[src/rtl/ysyx_22040750_ifu_pc_if.sv]
// ---------------------------------------------------------------------------
// ysyx_22040750_ifu_pc_if
//   Bundle of every handshake/bus signal around the IFU PC front end.
//   Signal names keep the IFU's point of view: I_* flows into the IFU and
//   O_* flows out of it.
//
//   Groups:
//     dnpc   : I_dnpc_valid / O_dnpc_ready / I_dnpc   next PC from the generator
//     flush  : I_flush                                 kill buffer and in-flight fetch
//     imem   : O_imem_req_valid / I_imem_req_ready / O_imem_addr
//              I_imem_rsp_valid / I_imem_rsp_data     request and response
//     IF/ID  : O_IF_ID_valid / I_IF_ID_ready / O_IF_ID_pc / O_IF_ID_snpc /
//              O_IF_ID_inst                            decode-side buffer
//
//   Modports:
//     master : the IFU itself
//     slave  : the surroundings (next-PC generator, imem, decode)
// ---------------------------------------------------------------------------
interface ysyx_22040750_ifu_pc_if #(
  parameter int W = 32
) ();

  logic         I_dnpc_valid;
  logic         O_dnpc_ready;
  logic [W-1:0] I_dnpc;

  logic         I_flush;

  logic         O_imem_req_valid;
  logic         I_imem_req_ready;
  logic [W-1:0] O_imem_addr;
  logic         I_imem_rsp_valid;
  logic [W-1:0] I_imem_rsp_data;

  logic         O_IF_ID_valid;
  logic         I_IF_ID_ready;
  logic [W-1:0] O_IF_ID_pc;
  logic [W-1:0] O_IF_ID_snpc;
  logic [W-1:0] O_IF_ID_inst;

  modport master (
    input  I_dnpc_valid,
    output O_dnpc_ready,
    input  I_dnpc,
    input  I_flush,
    output O_imem_req_valid,
    input  I_imem_req_ready,
    output O_imem_addr,
    input  I_imem_rsp_valid,
    input  I_imem_rsp_data,
    output O_IF_ID_valid,
    input  I_IF_ID_ready,
    output O_IF_ID_pc,
    output O_IF_ID_snpc,
    output O_IF_ID_inst
  );

  modport slave (
    output I_dnpc_valid,
    input  O_dnpc_ready,
    output I_dnpc,
    output I_flush,
    input  O_imem_req_valid,
    output I_imem_req_ready,
    input  O_imem_addr,
    output I_imem_rsp_valid,
    output I_imem_rsp_data,
    input  O_IF_ID_valid,
    output I_IF_ID_ready,
    input  O_IF_ID_pc,
    input  O_IF_ID_snpc,
    input  O_IF_ID_inst
  );

endinterface

[src/rtl/ysyx_22040750_ifu_pc.sv]
// ---------------------------------------------------------------------------
// ysyx_22040750_ifu_pc
//   PC register and instruction-fetch front end. Holds pc_reg, issues one
//   imem fetch at a time from it, parks the returned instruction in the
//   IF/ID buffer as {pc, snpc, inst}, then waits for the next PC (dnpc)
//   before fetching again.
//
//   Ports:
//     I_clk  : clock, rising edge
//     I_rst  : synchronous, active-high reset
//     bus    : ysyx_22040750_ifu_pc_if.master (dnpc, flush, imem, IF/ID)
//
//   Parameters:
//     RESET_PC : address of the first fetch after reset
//     INST_W   : instruction and address width
//
//   state  | meaning
//   -------+-----------------------------------------------------------
//   BOOT   | one idle cycle out of reset, nothing asserted
//   REQ    | fetch request for pc_reg offered when the buffer is free
//   WAIT   | request accepted, waiting for the imem response
//   NEXT   | instruction handled, waiting for dnpc to update pc_reg
// ---------------------------------------------------------------------------
module ysyx_22040750_ifu_pc #(
  parameter logic [31:0] RESET_PC = 32'h8000_0000,
  parameter int          INST_W   = 32
) (
  input logic                     I_clk,
  input logic                     I_rst,
  ysyx_22040750_ifu_pc_if.master  bus
);

  localparam logic [INST_W-1:0] INST_BYTES = INST_W'(4);
  localparam logic [INST_W-1:0] PC_INIT    = INST_W'(RESET_PC);

  typedef enum logic [1:0] {
    S_BOOT = 2'd0,
    S_REQ  = 2'd1,
    S_WAIT = 2'd2,
    S_NEXT = 2'd3
  } state_t;

  state_t              state;
  logic [INST_W-1:0]   pc_reg;
  logic                drop;

  logic                if_id_valid;
  logic [INST_W-1:0]   if_id_pc;
  logic [INST_W-1:0]   if_id_snpc;
  logic [INST_W-1:0]   if_id_inst;

  logic                buf_free;
  logic                req_valid;
  logic                req_fire;
  logic                dnpc_ready;
  logic                dnpc_fire;
  logic                rsp_in_wait;
  logic                load;

  // The buffer only loads in WAIT, so once buf_free is seen high in REQ it
  // stays high until the request is accepted; req_valid therefore never
  // drops before its handshake.
  assign buf_free    = !if_id_valid || bus.I_IF_ID_ready;
  assign req_valid   = (state == S_REQ) && buf_free;
  assign req_fire    = req_valid && bus.I_imem_req_ready;
  assign dnpc_ready  = (state == S_NEXT);
  assign dnpc_fire   = dnpc_ready && bus.I_dnpc_valid;
  assign rsp_in_wait = (state == S_WAIT) && bus.I_imem_rsp_valid;
  // A flush in the response cycle counts as a drop of that response.
  assign load        = rsp_in_wait && !drop && !bus.I_flush;

  always_ff @(posedge I_clk) begin
    if (I_rst) begin
      state       <= S_BOOT;
      pc_reg      <= PC_INIT;
      drop        <= 1'b0;
      if_id_valid <= 1'b0;
      if_id_pc    <= '0;
      if_id_snpc  <= '0;
      if_id_inst  <= '0;
    end else begin
      case (state)
        S_BOOT: begin
          state <= S_REQ;
        end
        S_REQ: begin
          // Flushing before or during the request poisons its response.
          if (bus.I_flush) begin
            drop <= 1'b1;
          end
          if (req_fire) begin
            state <= S_WAIT;
          end
        end
        S_WAIT: begin
          if (bus.I_imem_rsp_valid) begin
            drop  <= 1'b0;
            state <= S_NEXT;
          end else if (bus.I_flush) begin
            drop <= 1'b1;
          end
        end
        S_NEXT: begin
          // The redirect target after a flush also arrives here as dnpc.
          if (dnpc_fire) begin
            pc_reg <= bus.I_dnpc;
            state  <= S_REQ;
          end
        end
        default: begin
          state <= S_BOOT;
        end
      endcase

      if (bus.I_flush) begin
        if_id_valid <= 1'b0;
      end else if (load) begin
        if_id_valid <= 1'b1;
        if_id_pc    <= pc_reg;
        if_id_snpc  <= pc_reg + INST_BYTES;
        if_id_inst  <= bus.I_imem_rsp_data;
      end else if (bus.I_IF_ID_ready) begin
        if_id_valid <= 1'b0;
      end
    end
  end

  assign bus.O_dnpc_ready     = dnpc_ready;
  assign bus.O_imem_req_valid = req_valid;
  assign bus.O_imem_addr      = pc_reg;
  assign bus.O_IF_ID_valid    = if_id_valid;
  assign bus.O_IF_ID_pc       = if_id_pc;
  assign bus.O_IF_ID_snpc     = if_id_snpc;
  assign bus.O_IF_ID_inst     = if_id_inst;

endmodule

[src/flat_wrapper.sv]
// flat-port wrapper written by rule: the top's interface ports become plain ports
module ysyx_22040750_ifu_pc_flat 
#(
  parameter logic [31:0] RESET_PC = 32'h8000_0000,
  parameter int          INST_W   = 32
)
  (I_clk, I_rst, bus_I_dnpc_valid, bus_O_dnpc_ready, bus_I_dnpc, bus_I_flush, bus_O_imem_req_valid, bus_I_imem_req_ready, bus_O_imem_addr, bus_I_imem_rsp_valid, bus_I_imem_rsp_data, bus_O_IF_ID_valid, bus_I_IF_ID_ready, bus_O_IF_ID_pc, bus_O_IF_ID_snpc, bus_O_IF_ID_inst);
  ysyx_22040750_ifu_pc_if #(.W(32)) bus_i ();
  input logic I_clk;
  input logic I_rst;
  input wire logic [$bits(bus_i.I_dnpc_valid)-1:0] bus_I_dnpc_valid;
  output wire logic [$bits(bus_i.O_dnpc_ready)-1:0] bus_O_dnpc_ready;
  input wire logic [$bits(bus_i.I_dnpc)-1:0] bus_I_dnpc;
  input wire logic [$bits(bus_i.I_flush)-1:0] bus_I_flush;
  output wire logic [$bits(bus_i.O_imem_req_valid)-1:0] bus_O_imem_req_valid;
  input wire logic [$bits(bus_i.I_imem_req_ready)-1:0] bus_I_imem_req_ready;
  output wire logic [$bits(bus_i.O_imem_addr)-1:0] bus_O_imem_addr;
  input wire logic [$bits(bus_i.I_imem_rsp_valid)-1:0] bus_I_imem_rsp_valid;
  input wire logic [$bits(bus_i.I_imem_rsp_data)-1:0] bus_I_imem_rsp_data;
  output wire logic [$bits(bus_i.O_IF_ID_valid)-1:0] bus_O_IF_ID_valid;
  input wire logic [$bits(bus_i.I_IF_ID_ready)-1:0] bus_I_IF_ID_ready;
  output wire logic [$bits(bus_i.O_IF_ID_pc)-1:0] bus_O_IF_ID_pc;
  output wire logic [$bits(bus_i.O_IF_ID_snpc)-1:0] bus_O_IF_ID_snpc;
  output wire logic [$bits(bus_i.O_IF_ID_inst)-1:0] bus_O_IF_ID_inst;
  assign bus_i.I_dnpc_valid = bus_I_dnpc_valid;
  assign bus_O_dnpc_ready = bus_i.O_dnpc_ready;
  assign bus_i.I_dnpc = bus_I_dnpc;
  assign bus_i.I_flush = bus_I_flush;
  assign bus_O_imem_req_valid = bus_i.O_imem_req_valid;
  assign bus_i.I_imem_req_ready = bus_I_imem_req_ready;
  assign bus_O_imem_addr = bus_i.O_imem_addr;
  assign bus_i.I_imem_rsp_valid = bus_I_imem_rsp_valid;
  assign bus_i.I_imem_rsp_data = bus_I_imem_rsp_data;
  assign bus_O_IF_ID_valid = bus_i.O_IF_ID_valid;
  assign bus_i.I_IF_ID_ready = bus_I_IF_ID_ready;
  assign bus_O_IF_ID_pc = bus_i.O_IF_ID_pc;
  assign bus_O_IF_ID_snpc = bus_i.O_IF_ID_snpc;
  assign bus_O_IF_ID_inst = bus_i.O_IF_ID_inst;
  ysyx_22040750_ifu_pc #(.RESET_PC(RESET_PC), .INST_W(INST_W)) u_core (.I_clk(I_clk), .I_rst(I_rst), .bus(bus_i));
endmodule
[config.mk]
export PLATFORM = sky130hd
export DESIGN_NAME = ysyx_22040750_ifu_pc_flat
export DESIGN_NICKNAME = d
export VERILOG_FILES = /design/src/rtl/ysyx_22040750_ifu_pc_if.sv /design/src/rtl/ysyx_22040750_ifu_pc.sv /design/src/flat_wrapper.sv
export SDC_FILE = /design/constraint.sdc
export NUM_CORES = 1
export LEC_CHECK = 0
export BUFFER_PORTS_ARGS = -buffer_cell sky130_fd_sc_hd__buf_2
export CAP_MARGIN = 20
export CORE_MARGIN = 1
export CORE_UTILIZATION = 45
export CTS_CLUSTER_SIZE = 24
export DETAILED_ROUTE_END_ITERATION = 10
export PLACE_DENSITY = 0.84
export SLEW_MARGIN = 40
export SYNTH_ARGS = -nofsm -noshare
export SYNTH_HDL_FRONTEND = slang
export SYNTH_SLANG_ARGS = --single-unit
[constraint.sdc]
create_clock -name I_clk -period 3.35 [get_ports I_clk]
set_clock_uncertainty 0.1 [all_clocks]
set_input_delay 0.335 -clock I_clk [delete_from_list [all_inputs] [get_ports I_clk]]
set_output_delay 0.335 -clock I_clk [all_outputs]
set_load 0.1 [all_outputs]
==> results of run 1 <==
==> sequential cells by signal, summed over array words and instances, names as in the netlist <==
register and cells:
u_core.bus.O_imem_addr 32, u_core.bus.O_IF_ID_valid 1, u_core.drop 1, u_core.bus.O_IF_ID_snpc 32, u_core.bus.O_IF_ID_inst 32, u_core.bus.O_IF_ID_pc 30, u_core.state 2
==> Yosys cell counts, types with 2 or more instances <==
| library cell | number | area (um2) |
|---|---|---|
| a211oi_1 | 11 | 82.6 |
| a21oi_1 | 100 | 500 |
| a311oi_1 | 16 | 140 |
| a31oi_1 | 2 | 12.5 |
| and2_1 | 5 | 31.3 |
| and3_1 | 2 | 12.5 |
| and4_1 | 4 | 35.0 |
| buf_1 | 2 | 7.51 |
| buf_2 | 2 | 10.0 |
| buf_4 | 2 | 15.0 |
| clkbuf_1 | 42 | 158 |
| dfxtp_1 | 130 | 2600 |
| ha_1 | 5 | 62.6 |
| inv_1 | 7 | 26.3 |
| nand2_1 | 201 | 754 |
| nand3_1 | 11 | 55.1 |
| nand4_1 | 6 | 37.5 |
| nand4_4 | 3 | 63.8 |
| nor2_1 | 30 | 113 |
| nor4_1 | 2 | 12.5 |
| o21ai_0 | 7 | 35.0 |
| o21bai_1 | 2 | 15.0 |
| o31a_1 | 2 | 17.5 |
| o31ai_1 | 9 | 67.6 |
| or3_1 | 7 | 43.8 |
| or4_1 | 9 | 67.6 |
| xnor2_1 | 2 | 17.5 |
| xor2_1 | 8 | 70.1 |
==> layout make-up <==
| type | instances | share of cell area (%) |
|---|---|---|
| clock buffer | 26 | 7.32 |
| tap | 140 | 2.57 |
| clock inverter | 5 | 1.10 |
| inverter | 7 | 0.385 |
| multi-input combinational | 454 | 34.6 |
| timing repair buffer | 209 | 15.9 |
| sequential | 130 | 38.2 |
==> cell usage in the layout (no fill, tap or decap), types with 6 or more instances in the layout <==
cell type  Yosys  final
nand4_1        6      6
xor2_1         8      8
a21oi_1      100    100
nand2_1      201    201
o21ai_0        7      7
or4_1          9      9
a311oi_1      16     16
inv_1          7      7
nor2_1        30     30
o31ai_1        9      9
buf_2          2    200
nand3_1       11     11
or3_1          7      7
buf_4          2      7
a211oi_1      11     11
dfxtp_1      130    130
clkbuf_16      0     17
==> metal layers <==
layer	wire length, um	part of all wire (%)
met1	5650	41
met2	6660	49
met3	1150	8.4
met4	263	1.9
met5	0	0
==> logic make-up (layout without fill, tap and decap cells) <==
kind of cell,Yosys count,count (layout),synth area share [%]
compound gates,153,153,17.5
xor+xnor,10,10,1.70
fa+ha+maj,5,5,1.21
buf+inv,57,247,4.51
flops,130,130,50.4
simple gates,286,286,24.7
==> final timing paths <==
kind	slack, ns	startpoint	to
worst min-delay path	0.04	bus_I_dnpc[31]	u_core.bus.O_imem_addr[31]
worst max-delay path	1.13	u_core.bus.O_imem_addr[4]	u_core.bus.O_IF_ID_snpc[25]
worst max register to register	1.13	u_core.bus.O_imem_addr[4]	u_core.bus.O_IF_ID_snpc[25]
worst min register to register	0.35	u_core.bus.O_IF_ID_inst[0]	u_core.bus.O_IF_ID_inst[0]
==> worst register-to-register path: cells and delay by family, from the launching register on <==
family,cells,cell delay [ns]
compound gates,1,0.25
simple gates,3,1.32
flops,1,0.46
==> report_power, final <==
part	internal, mW	switching [mW]
combinational	0.211	0.871
sequential	1.64	0.0837
clock	1.17	0.616
total	3.02	1.57
==> flow_summary.toml, run 1 <==
[run_status]
status = "finished, final reports clean"

[timing]
rsz0062_at_grt = "no"
fin_crit_sh_pct = 66.4
final_hold_viol_count = 0
setup_viol = 0
holdWs_ns = 0.0384
period_needed_ns = 2.22
setup_ws_ns = 1.13
slew_violations = 0
max_freq_ghz = 0.450
max-slew-margin-rel_pct = 57.9
worst_slew_pin_slew_ns = 0.632
setup_tns_ns = 0

[yosys]
syn_nets = 717
synthFlopType = "dfxtp_1"
yosysSeqAreaShare_pct = 50.4
synth_edf_count = 0
synth-async-reset-ratio_pct = 0
syn_inst = 641
syn_area_um2 = 5160
ys_ff_latch = 130
synth_area_per_cell_um2 = 8.05
synth.distinct_cells = 40
yosys_warnings = 0

[global_routing]
grt_first_pass_wirelength_mm = 21.4
grt_busiest_layer = "met2"
grt_pass1_vias = 4522
grt_use_total_pct = 23.5
gr-total-overflow = 0
use_met1_pct = 26.9
antenna_found_initial = 0
grtUsageMet3_pct = 7.17
grtUsageMet2_pct = 39.4
grt_max_degree = 86

[finish]
areaGrowthSynthToFinish_pct = 32.1
num-fill-cells = 992
multiInputGateArea_um2 = 2360
final_cells = 971
nNetsFinal = 895
drive_gt1_share_pct = 29.1
fin_util_pct = 62.1
regArea_um2 = 2600
fin_area_um2 = 6820
diodes = 0

[pwr]
static-leakage-power_nw = 2.87
total_power_mw = 4.59
ir_worst_vdd_uv = 375
p_per_area_nw_per_um2 = 673

[drt]
vias_per_cell = 5.18
wirelength_mm = 13.7
route.detailed.drc = 0
wl_per_cell_um = 14.1
drt-pass1-iter-count = 4
vias = 5028
ant_nets = 0
drtIter0Drc = 371

[setup_path]
cp_max_fo = 19
cp-start-kind = "flop"
crit_type = "reg2reg"
reg2reg_depth = 4
crit_family = "simple AND/OR/NAND/NOR gates"
cp_num_buf_inv = 0
slowest_stage = "or4_1"
setup.worst_path.end_class = "flop"
crit_cells = 4
crit_chain = "and4_1, nand4_4, or4_1, a311oi_1"
arrival_ns = 2.45
cp.required_ns = 3.57
cpPeakStageDelay_ns = 0.54

[placement]
placed_cells = 940
gp_congestion = 0.804
dpl_cell_area_um2 = 6240
place_ws_ns = 1.15
port_buffers = 201
dp_hpwl_mm = 9.34

[die]
die_area_um2 = 11900
start_util_pct = 47.0
ios = 202
num_rows = 38
design.core.area_um2 = 11000
fp.dieW_um = 109
die_h_um = 109

[clock_network]
cts_tree = "built"
clock-sinks = 130
cts_setup_buffers = 0
cts_hold_buf = 0
cts_root_buffer = "clkbuf_16"
cts.clk_slew.worst_paths_ns = 0.05
htreeDepth = 4
cts_buffers = 17
cts-resized-gates = 0
insertion_delay_ns = 0.41
clock_path_buffers = 2

[min_path]
hold_path_class = "in2reg"
hold_depth = 3

[flow_run]
maxCapViolCount = 0
No activity file was read; power rests on OpenSTA's default activity.
==> inputs of run 2 (changes only) <==
--- a/config.mk
+++ b/config.mk
@@ -8,10 +8,10 @@
 export BUFFER_PORTS_ARGS = -buffer_cell sky130_fd_sc_hd__buf_2
 export CAP_MARGIN = 20
 export CORE_MARGIN = 1
-export CORE_UTILIZATION = 45
+export CORE_UTILIZATION = 44
 export CTS_CLUSTER_SIZE = 24
 export DETAILED_ROUTE_END_ITERATION = 10
-export PLACE_DENSITY = 0.84
+export PLACE_DENSITY = 0.85
 export SLEW_MARGIN = 40
 export SYNTH_ARGS = -nofsm -noshare
 export SYNTH_HDL_FRONTEND = slang
==> constraint.sdc (replaced) <==
create_clock -name I_clk -period 1.8 [get_ports I_clk]
set_clock_uncertainty 0.1 [all_clocks]
set_input_delay 0.18 -clock I_clk [delete_from_list [all_inputs] [get_ports I_clk]]
set_output_delay 0.18 -clock I_clk [all_outputs]
set_load 0.1 [all_outputs]
==> run 2 against run 1 <==
Against the previous run:
- core utilization grew 8.0 points
- worst setup slack got worse by 1.2 ns
- via count rose by 14%
- the run now ends with negative hold slack, negative setup slack left
- first-iteration DRC count grew 34%
- die area is 2.2% higher
- cell count increased by 11%
==> flow_summary.toml, run 2 (same netlist as run 1, synthesis figures left out) <==
[run_status]
status = "complete, but fails checks"
violations = "negative hold slack, negative setup slack"

[timing]
setup_viol = 1
max-slew-margin-rel_pct = 64.6
fin_crit_sh_pct = 103
setup_ws_ns = -0.0499
holdWs_ns = -0.00952
worst_slew_pin_slew_ns = 0.535
slew_violations = 0
rsz0062_at_grt = "yes"
period_needed_ns = 1.85
max_freq_ghz = 0.541
final_hold_viol_count = 1

[global_routing]
grt_use_total_pct = 27.5
grt_pass1_vias = 5277
antenna_found_initial = 0
grt_max_degree = 61
gr-total-overflow = 0
grt_first_pass_wirelength_mm = 25.3

[clock_network]
cts_tree = "built"
cts.clk_slew.worst_paths_ns = 0.05
cts_buffers = 17
cts_root_buffer = "clkbuf_16"
clock-sinks = 130
clock_path_buffers = 2
insertion_delay_ns = 0.42
htreeDepth = 4

[drt]
vias = 5732
route.detailed.drc = 0
wl_per_cell_um = 16.0
drt-pass1-iter-count = 5
wirelength_mm = 17.4
ant_nets = 0
drtIter0Drc = 497
vias_per_cell = 5.30

[die]
die_h_um = 110
die_area_um2 = 12200
design.core.area_um2 = 11400
fp.dieW_um = 110
start_util_pct = 45.2
num_rows = 39
ios = 202

[setup_path]
arrival_ns = 2.06
r2r_end = "u_core.bus.O_IF_ID_snpc[21]"
r2r-start = "u_core.bus.O_imem_addr[11]"
crit_type = "reg2reg"
r2r_setup_slack_ns = -0.05
cp-start-kind = "flop"
cp_max_fo = 7
cp.required_ns = 2.01
cp_num_buf_inv = 0
reg2reg_depth = 4
setup.worst_path.end_class = "flop"
slowest_stage = "or4_4"
cpPeakStageDelay_ns = 0.46
crit_chain = "and4_4, nand4_4, or4_4, a311oi_2"
crit_family = "simple AND/OR/NAND/NOR gates"

[placement]
port_buffers = 201
dp_hpwl_mm = 9.92
place_ws_ns = -0.0969
gp_congestion = 0.801

[finish]
nNetsFinal = 1004
drive_gt1_share_pct = 35.0
most-common-layout-cells = "nand2_1 (201), buf_2 (198), a21oi_1 (100), dfxtp_1 (100), dlygate4sd3_1 (65)"
fin_util_pct = 70.1
final_common_cell = "nand2_1"
areaGrowthSynthToFinish_pct = 55.0
diodes = 0

[min_path]
hold_path_class = "in2reg"
min_delay_worst_endpoint = "u_core.bus.O_imem_addr[4]"
hold_depth = 3
hp-start = "bus_I_dnpc[4]"

[pwr]
p_per_area_nw_per_um2 = 1060
static-leakage-power_nw = 3.41
ir_worst_vdd_uv = 893

[flow_run]
maxCapViolCount = 0
-- run 2: metrics by stage --
| stage | TNS, ns | cell area, um2 | std cells | power, mW |
|---|---|---|---|---|
| after floorplan | -4.81 | 5290 | 641 | 4.86 |
| after global placement | -0.0515 | 6720 | 980 | 5.38 |
| after detailed placement | -0.243 | 6720 | 980 | 5.41 |
| after CTS | 0 | 7900 | 1077 | 8.48 |
| after global routing | -0.114 | 8000 | 1082 | 8.84 |
| final | -0.0499 | 8000 | 1082 | 8.51 |
-- run 2: how the worst max path moves through the flow --
stage                                           from                           to  slack, ns  depth (start not counted)
after floorplan            u_core.bus.O_imem_addr[5]  u_core.bus.O_IF_ID_snpc[28]      -0.16                          5
after global placement     u_core.bus.O_imem_addr[4]  u_core.bus.O_IF_ID_snpc[28]      -0.04                          4
after detailed placement   u_core.bus.O_imem_addr[4]  u_core.bus.O_IF_ID_snpc[28]       -0.1                          4
after CTS                  u_core.bus.O_imem_addr[2]  u_core.bus.O_IF_ID_snpc[28]     0.0005                          4
after global routing      u_core.bus.O_imem_addr[11]  u_core.bus.O_IF_ID_snpc[21]      -0.07                          4
final                     u_core.bus.O_imem_addr[11]  u_core.bus.O_IF_ID_snpc[21]      -0.05                          4
-- run 2: what timing repair did --
item	4_1_cts	5_1_grt
resized for setup	6	11
gates cloned	1	3
setup endpoints to repair	11	11
hold endpoints to repair	65	0
setup buffers	1	2
hold buffers	65	0
pin swaps	2	6
-- run 2: final cells by class --
type | instances | area [um2]
clock buffers | 22 | 464
flip-flops and latches | 130 | 2700
multi-input cells | 457 | 2450
inverters | 7 | 26.3
well taps | 143 | 179
fillers | 830 | 3420
clock inverters | 8 | 40.0
repair buffers | 315 | 2140
-- run 2: power by group --
group	switching (mW)	internal, mW
Combinational	1.77	0.608
Clock	1.19	1.79
Sequential	0.112	3.04
Total	3.07	5.43
-- run 2: layer usage --
metal  up-vias  track usage, %  wire length, um
li1       2777               -                -
met1      2673            30.4             6940
met2       246            48.7             8630
met3        36            8.29             1430
met4         0            11.4              354
met5         -               0                0
-- run 2: tightest hold or removal path, cell delays in order --
cell,delay [ns]
buf_2,0.10
nand2_1,0.09
a21oi_1,0.08
==> inputs of run 3 (changes only) <==
--- a/config.mk
+++ b/config.mk
@@ -7,11 +7,13 @@
 export LEC_CHECK = 0
 export BUFFER_PORTS_ARGS = -buffer_cell sky130_fd_sc_hd__buf_2
 export CAP_MARGIN = 20
+export CELL_PAD_IN_SITES_DETAIL_PLACEMENT = 1
+export CELL_PAD_IN_SITES_GLOBAL_PLACEMENT = 1
 export CORE_MARGIN = 1
-export CORE_UTILIZATION = 44
+export CORE_UTILIZATION = 25
 export CTS_CLUSTER_SIZE = 24
 export DETAILED_ROUTE_END_ITERATION = 10
-export PLACE_DENSITY = 0.85
+export PLACE_DENSITY = 0.72
 export SLEW_MARGIN = 40
 export SYNTH_ARGS = -nofsm -noshare
 export SYNTH_HDL_FRONTEND = slang
==> run 3 against run 2 <==
Against the previous run:
- the flow finishes with violations (negative setup slack)
- final area increased by 4.5%
- wire length is 12% higher
- core utilization shrank 29 points
- cell count rose by 13%
- fmax is 2.8% higher
- register-to-register slack gained 0.05 ns
- global-route usage decreased by 8.9 points
- non-clock buffer count increased by 9
- clock-buffer cell count shrank 4
- via count decreased by 1.4%
- combinational power is essentially flat
- critical endpoint is now u_core.bus.O_IF_ID_snpc[20]
==> flow_summary.toml, run 3 (same netlist as run 1, synthesis figures left out) <==
[run_status]
status = "complete, but fails checks"
violations = "negative setup slack"

[placement]
dp_hpwl_mm = 12.5
dpl_cell_area_um2 = 6930
placed_cells = 1111
port_buffers = 201
gp_congestion = 0.751

[setup_path]
crit_type = "reg2reg"
r2r-start = "u_core.bus.O_imem_addr[8]"
reg2reg_depth = 4
r2r_setup_slack_ns = -0.0003
cp_num_buf_inv = 0
r2r_end = "u_core.bus.O_IF_ID_snpc[20]"
cp_max_fo = 6
crit_chain = "and4_4, nand4_4, or4_1, a311oi_1"
cpPeakStageDelay_ns = 0.51
cp-start-kind = "flop"
slowest_stage = "or4_1"
arrival_ns = 2.02
crit_family = "simple AND/OR/NAND/NOR gates"
cp.required_ns = 2.02
crit_path_start = "u_core.bus.O_imem_addr[8]"
setup.worst_path.end_class = "flop"

[drt]
drt-pass1-iter-count = 4
drtIter0Drc = 172
ant_nets = 0
route.detailed.drc = 0
wirelength_mm = 19.5
vias_per_cell = 4.64
wl_per_cell_um = 16.0
vias = 5652

[die]
num_rows = 52
ios = 202
die_area_um2 = 21200
design.core.area_um2 = 20200
fp.dieW_um = 146
start_util_pct = 25.5
die_h_um = 146

[clock_network]
htreeDepth = 4
cts_root_buffer = "clkbuf_16"
insertion_delay_ns = 0.42
cts_tree = "built"
cts.clk_slew.worst_paths_ns = 0.06
cts_buffers = 17
clock-sinks = 130
clock_path_buffers = 2

[finish]
areaGrowthSynthToFinish_pct = 62.0
most-common-layout-cells = "nand2_1 (201), buf_2 (198), a21oi_1 (100)"
drive_gt1_share_pct = 36.1
fin_util_pct = 41.3
final_common_cell = "nand2_1"
diodes = 0
nNetsFinal = 1012
num-fill-cells = 2435
final_cells = 1219
fin_area_um2 = 8360

[timing]
setup_viol = 1
setup_ws_ns = -0.000275
fin_crit_sh_pct = 100
period_needed_ns = 1.80
rsz0062_at_grt = "yes"
worst_slew_pin_slew_ns = 0.535
slew_violations = 0
final_hold_viol_count = 0
holdWs_ns = 0.0129
max-slew-margin-rel_pct = 64.6
max_freq_ghz = 0.555

[pwr]
p_switching_mw = 3.24
pwr-share-seq_pct = 34.7
ir_worst_vdd_uv = 622
p_comb_share_pct = 26.3
static-leakage-power_nw = 3.50
p_per_area_nw_per_um2 = 1090
intPower_mw = 5.87
total_power_mw = 9.11
p_sw_share_pct = 35.6
clkPwrFrac_pct = 38.9

[min_path]
hp-start = "bus_I_imem_req_ready"
min_delay_worst_endpoint = "u_core.state[0]"
hold_depth = 3
hold_path_class = "in2reg"

[flow_run]
maxCapViolCount = 0

[global_routing]
gr-total-overflow = 0
antenna_found_initial = 0
grt_pass1_vias = 5741
grt_max_degree = 67
grt_use_total_pct = 18.5
grt_first_pass_wirelength_mm = 31.1
[run 3: changes by cell type in the layout (fill, tap and decap cells not counted), sizes merged]
cell	change
inv	+1
clkbuf	-5
bufinv	+3
nand4	-1
buf	+7
clkinv	-2
dlygate4sd3	+3
clkinvlp	+4
[run 3: repair_timing]
item	in CTS	in global routing
hold buffers	68	0
gates resized for setup	7	12
cloned	1	1
pin swaps	3	4
buffers inserted	2	4
hold endpoints to repair	72	0
endpoints found under the setup margin	14	19
[run 3: layer usage]
metal	track usage, %	wire, um
met2	31.6	9670
met4	5.79	254
met5	0	0
met3	4.29	840
met1	23.0	8720
[run 3: stage by stage]
step | setup WS, ns | setup TNS [ns]
2_1_floorplan | -0.157 | -4.81
3_3_place_gp | -0.0183 | -0.0206
3_5_place_dp | -0.0545 | -0.215
4_1_cts | 0.000527 | 0
5_1_grt | -0.0595 | -0.244
6_report | -0.000275 | -0.000275
[run 3: cell type report]
cell class / count / area (um2) / area share [%]
clock buffers: 18 / 439 / 5.25
clock inverters: 14 / 163 / 1.95
inverters: 7 / 26.3 / 0.314
multi-input cells: 456 / 2450 / 29.3
flip-flops and latches: 130 / 2700 / 32.3
well taps: 270 / 338 / 4.04
repair buffers: 324 / 2240 / 26.8
[run 3: worst reg2reg max path, stage by stage (launching register included)]
cell and delay [ns]:
dfxtp_4 0.35, and4_4 0.31, nand4_4 0.19, or4_1 0.52
a311oi_1 0.24
[run 3: worst max path at each step]
stage,slack (ns),to,cells past startpoint
floorplan,-0.16,u_core.bus.O_IF_ID_snpc[28],5
global placement,-0.02,u_core.bus.O_IF_ID_snpc[28],4
detailed placement,-0.05,u_core.bus.O_IF_ID_snpc[28],4
CTS,0.0005,u_core.bus.O_IF_ID_snpc[27],4
global route,-0.06,u_core.bus.O_IF_ID_snpc[16],5
finish,-0.0003,u_core.bus.O_IF_ID_snpc[20],4
[run 3: power by group through the flow]
stage / registers, mW / clock network [mW] / logic, mW
floorplan: 4.21 / 0 / 0.655
detailed placement: 3.22 / 0 / 2.25
global route: 3.19 / 3.79 / 2.54
finish: 3.16 / 3.55 / 2.40
CTS: 3.16 / 3.64 / 2.39
global placement: 3.21 / 0 / 2.23
